==> config.mk <==
export PLATFORM = sky130hd
export DESIGN_NAME = uart_rx_deserializer
export DESIGN_NICKNAME = d
export VERILOG_FILES = /design/src/rtl/uart_pkg.sv /design/src/rtl/uart_sync.sv /design/src/rtl/uart_rx_deserializer.sv
export SDC_FILE = /design/constraint.sdc
export NUM_CORES = 1
export LEC_CHECK = 0
export ABC_AREA = 1
export CORE_ASPECT_RATIO = 1.1
export CORE_UTILIZATION = 40
export CTS_BUF_LIST = sky130_fd_sc_hd__clkbuf_2 sky130_fd_sc_hd__clkbuf_4 sky130_fd_sc_hd__clkbuf_8
export DETAILED_ROUTE_END_ITERATION = 8
export GPL_TIMING_DRIVEN = 0
export SYNTH_ARGS = -nofsm -noshare
export SYNTH_HDL_FRONTEND = slang
export SYNTH_SLANG_ARGS = --single-unit
==> constraint.sdc <==
create_clock -name clk -period 1.8 [get_ports clk]
set_input_delay 0.36 -clock clk [delete_from_list [all_inputs] [get_ports clk]]
set_output_delay 0.36 -clock clk [all_outputs]
set_load 0.01 [all_outputs]
==> src/rtl/uart_pkg.sv <==
// ============================================================================
// Module  : uart_pkg
// Brief   : Shared types and constants for the UART receive path.
// Revision: 1.0
// ============================================================================
`default_nettype none

package uart_pkg;

  typedef enum logic [2:0] {
    ST_IDLE     = 3'd0,
    ST_START    = 3'd1,
    ST_DATA     = 3'd2,
    ST_PARITY   = 3'd3,
    ST_STOP     = 3'd4,
    ST_BRK_WAIT = 3'd5
  } rx_state_t;

  localparam logic [1:0] WLEN_5 = 2'b00;
  localparam logic [1:0] WLEN_6 = 2'b01;
  localparam logic [1:0] WLEN_7 = 2'b10;
  localparam logic [1:0] WLEN_8 = 2'b11;

  localparam int RX_STAT_PE  = 0;
  localparam int RX_STAT_FE  = 1;
  localparam int RX_STAT_BRK = 2;

  typedef struct packed {
    logic [1:0] word_len;
    logic       par_en;
    logic       par_even;
    logic       par_stick;
  } rx_cfg_t;

  // Index of the final data bit for a given word-length code (5..8 bits).
  function automatic logic [2:0] last_bit_idx(input logic [1:0] wl);
    return {1'b0, wl} + 3'd4;
  endfunction

endpackage

`default_nettype wire

==> src/rtl/uart_sync.sv <==
// ============================================================================
// Module  : uart_sync
// Brief   : Multi-stage synchronizer for an idle-high async input.
// Revision: 1.0
// ============================================================================
`default_nettype none

module uart_sync #(
  parameter int STAGES = 2
) (
  input  logic clk,
  input  logic rst,
  input  logic d,
  output logic q
);

  logic [STAGES-1:0] r_sync;

  // Reset to 1 so a reset never looks like a start bit.
  always_ff @(posedge clk) begin
    if (rst) r_sync <= '1;
    else     r_sync <= {r_sync[STAGES-2:0], d};
  end

  assign q = r_sync[STAGES-1];

endmodule

`default_nettype wire

==> src/rtl/uart_rx_deserializer.sv <==
// ============================================================================
// Module  : uart_rx_deserializer
// Brief   : UART receiver: oversampled start/data/parity/stop recovery with
//           single-cycle push of each character and its error status.
// Revision: 1.0
// ============================================================================
`default_nettype none

module uart_rx_deserializer
  import uart_pkg::*;
#(
  parameter int OVERSAMPLE  = 16,
  parameter int SYNC_STAGES = 2
) (
  input  logic       clk,
  input  logic       rst,
  input  logic       baud_tick,
  input  logic       sin,
  input  logic [1:0] word_len,
  input  logic       par_en,
  input  logic       par_even,
  input  logic       par_stick,
  input  logic       fifo_full,
  output logic       rx_push,
  output logic [7:0] rx_data,
  output logic [2:0] rx_status,
  output logic       overrun,
  output logic       rx_busy
);

  localparam int                 c_CNT_W    = $clog2(OVERSAMPLE);
  localparam logic [c_CNT_W-1:0] c_CNT_HALF = c_CNT_W'(OVERSAMPLE / 2 - 1);
  localparam logic [c_CNT_W-1:0] c_CNT_LAST = c_CNT_W'(OVERSAMPLE - 1);

  logic w_sin_s;

  uart_sync #(.STAGES(SYNC_STAGES)) u_sync (
    .clk (clk),
    .rst (rst),
    .d   (sin),
    .q   (w_sin_s)
  );

  rx_state_t          r_state,   w_state;
  logic [c_CNT_W-1:0] r_cnt,     w_cnt;
  logic [2:0]         r_bit_idx, w_bit_idx;
  logic [7:0]         r_shift,   w_shift;
  rx_cfg_t            r_cfg,     w_cfg;
  logic               r_par_bit, w_par_bit;
  logic               r_par_err, w_par_err;
  logic               r_rx_push, w_rx_push;
  logic               r_overrun, w_overrun;
  logic [7:0]         r_rx_data, w_rx_data;
  logic [2:0]         r_rx_status, w_rx_status;
  logic [2:0]         w_stat;
  logic               w_par_exp;
  logic               w_last;

  always_comb begin
    w_state     = r_state;
    w_cnt       = r_cnt;
    w_bit_idx   = r_bit_idx;
    w_shift     = r_shift;
    w_cfg       = r_cfg;
    w_par_bit   = r_par_bit;
    w_par_err   = r_par_err;
    w_rx_push   = 1'b0;
    w_overrun   = 1'b0;
    w_rx_data   = r_rx_data;
    w_rx_status = r_rx_status;
    w_last      = (r_cnt == c_CNT_LAST);
    // Bits above the word length stay 0, so the full-byte XOR is the data parity.
    w_par_exp   = r_cfg.par_stick ? ~r_cfg.par_even : ((^r_shift) ^ ~r_cfg.par_even);
    w_stat                = '0;
    w_stat[RX_STAT_PE]    = r_par_err;
    w_stat[RX_STAT_FE]    = ~w_sin_s;
    w_stat[RX_STAT_BRK]   = ~w_sin_s && (r_shift == 8'h00) && (!r_cfg.par_en || !r_par_bit);

    if (baud_tick) begin
      case (r_state)
        ST_IDLE: begin
          if (!w_sin_s) begin
            w_state   = ST_START;
            w_cnt     = '0;
            w_shift   = '0;
            w_par_bit = 1'b0;
            w_par_err = 1'b0;
            w_cfg     = '{word_len: word_len, par_en: par_en,
                          par_even: par_even, par_stick: par_stick};
          end
        end
        ST_START: begin
          w_cnt = r_cnt + c_CNT_W'(1);
          if (r_cnt == c_CNT_HALF) begin
            w_cnt     = '0;
            w_bit_idx = '0;
            w_state   = w_sin_s ? ST_IDLE : ST_DATA;
          end
        end
        ST_DATA: begin
          w_cnt = r_cnt + c_CNT_W'(1);
          if (w_last) begin
            w_shift[r_bit_idx] = w_sin_s;
            if (r_bit_idx == last_bit_idx(r_cfg.word_len))
              w_state = r_cfg.par_en ? ST_PARITY : ST_STOP;
            else
              w_bit_idx = r_bit_idx + 3'd1;
          end
        end
        ST_PARITY: begin
          w_cnt = r_cnt + c_CNT_W'(1);
          if (w_last) begin
            w_par_bit = w_sin_s;
            w_par_err = (w_sin_s != w_par_exp);
            w_state   = ST_STOP;
          end
        end
        ST_STOP: begin
          w_cnt = r_cnt + c_CNT_W'(1);
          if (w_last) begin
            if (fifo_full) begin
              w_overrun = 1'b1;
            end else begin
              w_rx_push   = 1'b1;
              w_rx_data   = r_shift;
              w_rx_status = w_stat;
            end
            w_state = w_sin_s ? ST_IDLE : ST_BRK_WAIT;
          end
        end
        ST_BRK_WAIT: begin
          if (w_sin_s) w_state = ST_IDLE;
        end
        default: w_state = ST_IDLE;
      endcase
    end
  end

  always_ff @(posedge clk) begin
    if (rst) begin
      r_state     <= ST_IDLE;
      r_cnt       <= '0;
      r_bit_idx   <= '0;
      r_shift     <= '0;
      r_cfg       <= '0;
      r_par_bit   <= 1'b0;
      r_par_err   <= 1'b0;
      r_rx_push   <= 1'b0;
      r_overrun   <= 1'b0;
      r_rx_data   <= '0;
      r_rx_status <= '0;
    end else begin
      r_state     <= w_state;
      r_cnt       <= w_cnt;
      r_bit_idx   <= w_bit_idx;
      r_shift     <= w_shift;
      r_cfg       <= w_cfg;
      r_par_bit   <= w_par_bit;
      r_par_err   <= w_par_err;
      r_rx_push   <= w_rx_push;
      r_overrun   <= w_overrun;
      r_rx_data   <= w_rx_data;
      r_rx_status <= w_rx_status;
    end
  end

  assign rx_push   = r_rx_push;
  assign overrun   = r_overrun;
  assign rx_data   = r_rx_data;
  assign rx_status = r_rx_status;
  assign rx_busy   = (r_state != ST_IDLE);

endmodule

`default_nettype wire

==> flow_metrics.env <==
export IMPL_async_flop_share_pct=0
export IMPL_combPwrFrac_pct=31.2
export IMPL_internal_power_uw=1451
export IMPL_dieWidth_um=70
export IMPL_ys_flop_type="dfxtp_1"
export IMPL_syn_to_final_growth_pct=19.07
export IMPL_cts_clk_slew_worst_paths_ps=70
export IMPL_place_congestion=0.8778
export IMPL_dp_cells=369
export IMPL_die_area_mm2=0.005376
export IMPL_ys_warn_count=0
export IMPL_wl_per_cell_um=11.55
export IMPL_synth_area_mm2=0.002034
export IMPL_cts_sinks=40
export IMPL_synth_avg_cell_area_um2=7.015
export IMPL_ant_nets=0
export IMPL_synth_edff_count=0
export IMPL_synthCells=290
export IMPL_p_sw_uw=824.1
export IMPL_worstSkewPairLatency_ps=290
export IMPL_track_usage_pct=17.28
export IMPL_ir_drop_mv=0.6517
export IMPL_worstSetupPathType="reg2out"
export IMPL_hold_viol=0
export IMPL_grt_max_degree=12
export IMPL_dr_pass1_iters=4
export IMPL_routed_wl_mm=4.342
export IMPL_synth_distinct_cells=28
export IMPL_p_clk_share_pct=25.4
export IMPL_met1_length_mm=2.214
export IMPL_slew_headroom_pct=58.88
export IMPL_coreArea_mm2=0.004782
export IMPL_top_layer="met4"
export IMPL_final_max_slew_viol_count=0
export IMPL_setup_tns_ps=0
export IMPL_crit_arrival_ps=1350
export IMPL_grt_ovfl_total=0
export IMPL_critPathCaptureType="primary output"
export IMPL_viasPerCell=4.902
export IMPL_h_tree_depth=2
export IMPL_drcViolationCount=0
export IMPL_worstSetupStartpointType="flip-flop"
export IMPL_cts_tree="built"
export IMPL_ios=24
export IMPL_wl_met2_mm=1.909
export IMPL_synth_fp_nets=306
export IMPL_synth_seq_cells=40
export IMPL_drv_cap=0
export IMPL_cp_max_fo=5
export IMPL_timing_final_crit_share_pct=94.81
export IMPL_post_cts_setup_buffers=0
export IMPL_hp_class="reg2reg"
export IMPL_drt_iter0_drc=47
export IMPL_start_util_pct=42.54
export IMPL_r2r_cells=8
export IMPL_dr_wl_met3_um=133
export IMPL_hold_path_depth=1
export IMPL_cts_root_buf="clkbuf_8"
export IMPL_antenna_found_initial=0
export IMPL_first_global_vias=1621
export IMPL_clock_path_buffers=2
export IMPL_cts_buffers_inserted=5
export IMPL_grt_setup_unrepaired="false"
export IMPL_yosysSeqAreaShare_pct=39.36
export IMPL_grt_pass1_wl_mm=7.396
export IMPL_core_rowCount=26
export IMPL_fin_nets=336
export IMPL_diodes=0
export IMPL_fmax_mhz=586.0
export IMPL_dpl_hpwl_mm=3.280
export IMPL_instances_no_fill=376
export IMPL_synth_top_area_cell="dfxtp_1"
export IMPL_seqPwrFrac_pct=43.5
export IMPL_io_buffer_count=23
export IMPL_outcome="finished, final reports clean"
export IMPL_synth_area_leaders="dfxtp_1, nand2_1, a21oi_1, inv_1, nand3_1"
export IMPL_tightestPinTransition_ps=616.8
export IMPL_die_h_um=76.80
export IMPL_cp_required_ps=1440
export IMPL_p_per_area_mw_per_mm2=939.4
export IMPL_setup_viol=0
export IMPL_drive_gt1_share_pct=11.56
export IMPL_period_needed_ps=1707
export IMPL_fin_worst_skew_ps=4.364
export IMPL_synth_top_area_share_pct=39.36
export IMPL_switching_share_pct=36.22
export IMPL_p_leak_uw=0.0009316
export IMPL_vias=1843
sequential cells by signal, indices dropped and copies added (netlist names):
register       flops
overrun            1
r_bit_idx          3
r_cfg              5
r_cnt              4
r_par_bit          1
r_par_err          1
r_shift            8
r_state            3
rx_data            8
rx_push            1
rx_status          3
u_sync.r_sync      2
Yosys cell counts (2+ instances only):
master / n
nand2_1: 79
dfxtp_1: 40
inv_1: 32
a21oi_1: 31
nand3_1: 18
nor2_1: 18
o21ai_0: 16
ha_1: 6
nand4_1: 6
nor3_1: 6
nor2_2: 5
nand2_2: 4
nor2_4: 4
clkbuf_1: 3
inv_2: 3
o21ai_1: 3
buf_2: 2
nand3_2: 2
or2_2: 2
xor2_1: 2
cell families (layout without fill, tap and decap cells):
family,after synthesis,in the layout,share of synthesized area (%)
buffers and inverters,42,72,8.426
adder cells (fa/ha/maj),6,6,3.690
XOR/XNOR,3,3,1.292
AND/OR/NAND/NOR,145,145,32.78
AO/OA/AOI/OAI,54,54,14.45
flip-flops,40,40,39.36
stage by stage:
step / total power, µW / hold slack [ps] / worst slack [ps] / util, % / instance area (µm²)
6_report: 2275 / 417.4 / 93.46 / 50.65 / 2422
5_1_grt: 2429 / 432.2 / 4.775 / 50.65 / 2422
4_1_cts: 2291 / 426.2 / 93.68 / 50.65 / 2422
3_5_place_dp: 1713 / 402.5 / -76.76 / 48.82 / 2335
3_3_place_gp: 1710 / 396.4 / -81.77 / 48.82 / 2335
2_1_floorplan: 1534 / 389.5 / 394.9 / - / 2034
worst paths after layout:
kind,slack [ps],to,startpoint
hold reg to reg,420,u_sync.r_sync[1],u_sync.r_sync[0]
hold / removal,420,u_sync.r_sync[1],u_sync.r_sync[0]
setup reg to reg,180,r_state[1],r_cnt[0]
setup / recovery,90,rx_busy,r_state[2]
layer usage:
metal  vias to the layer above  GRT usage (%)
li1                       1001              -
met1                       801          23.29
met2                        32          26.44
met3                         9          4.336
met4                         0          6.600
met5                         -              0
cells in the final DEF (no fill, tap or decap), types with 6 or more instances in the layout:
cell type,netlist,final
o21ai_0,16,16
nor3_1,6,6
nor2_1,18,18
a21oi_1,31,31
clkdlybuf4s50_1,0,22
inv_1,32,31
nand2_1,79,79
nand4_1,6,6
nand3_1,18,18
ha_1,6,6
dfxtp_1,40,38
cell type report:
cell class	instances	area, µm²
Timing Repair Buffer	23	229.0
Buffer	7	40.04
Multi-Input combinational cell	208	1067
Sequential cell	40	803.3
Inverter	35	131.4
Clock inverter	1	5.005
Tap cell	56	70.07
Fill cell	502	2360
Clock buffer	6	76.32
what timing repair did:
item                                    CTS  global route
pin swaps                                 0             0
endpoints found under the setup margin    1             1
gates resized for setup                   4             1
hold buffers                              0             0
power groups by stage:
stage	sequential, µW	clock [µW]	combinational (µW)
2_1_floorplan	991	0	543
3_3_place_gp	1000	0	711
3_5_place_dp	1000	0	714
4_1_cts	987	590	715
5_1_grt	996	625	808
6_report	989	577	709
critical path, stage by stage, from the launching register on:
cell           delay (ps)
dfxtp_2               340
inv_2                 110
nand2_1               100
nor2_4                130
inv_1                  90
dlygate4sd2_1         290
No activity file was read; power rests on OpenSTA's default activity.
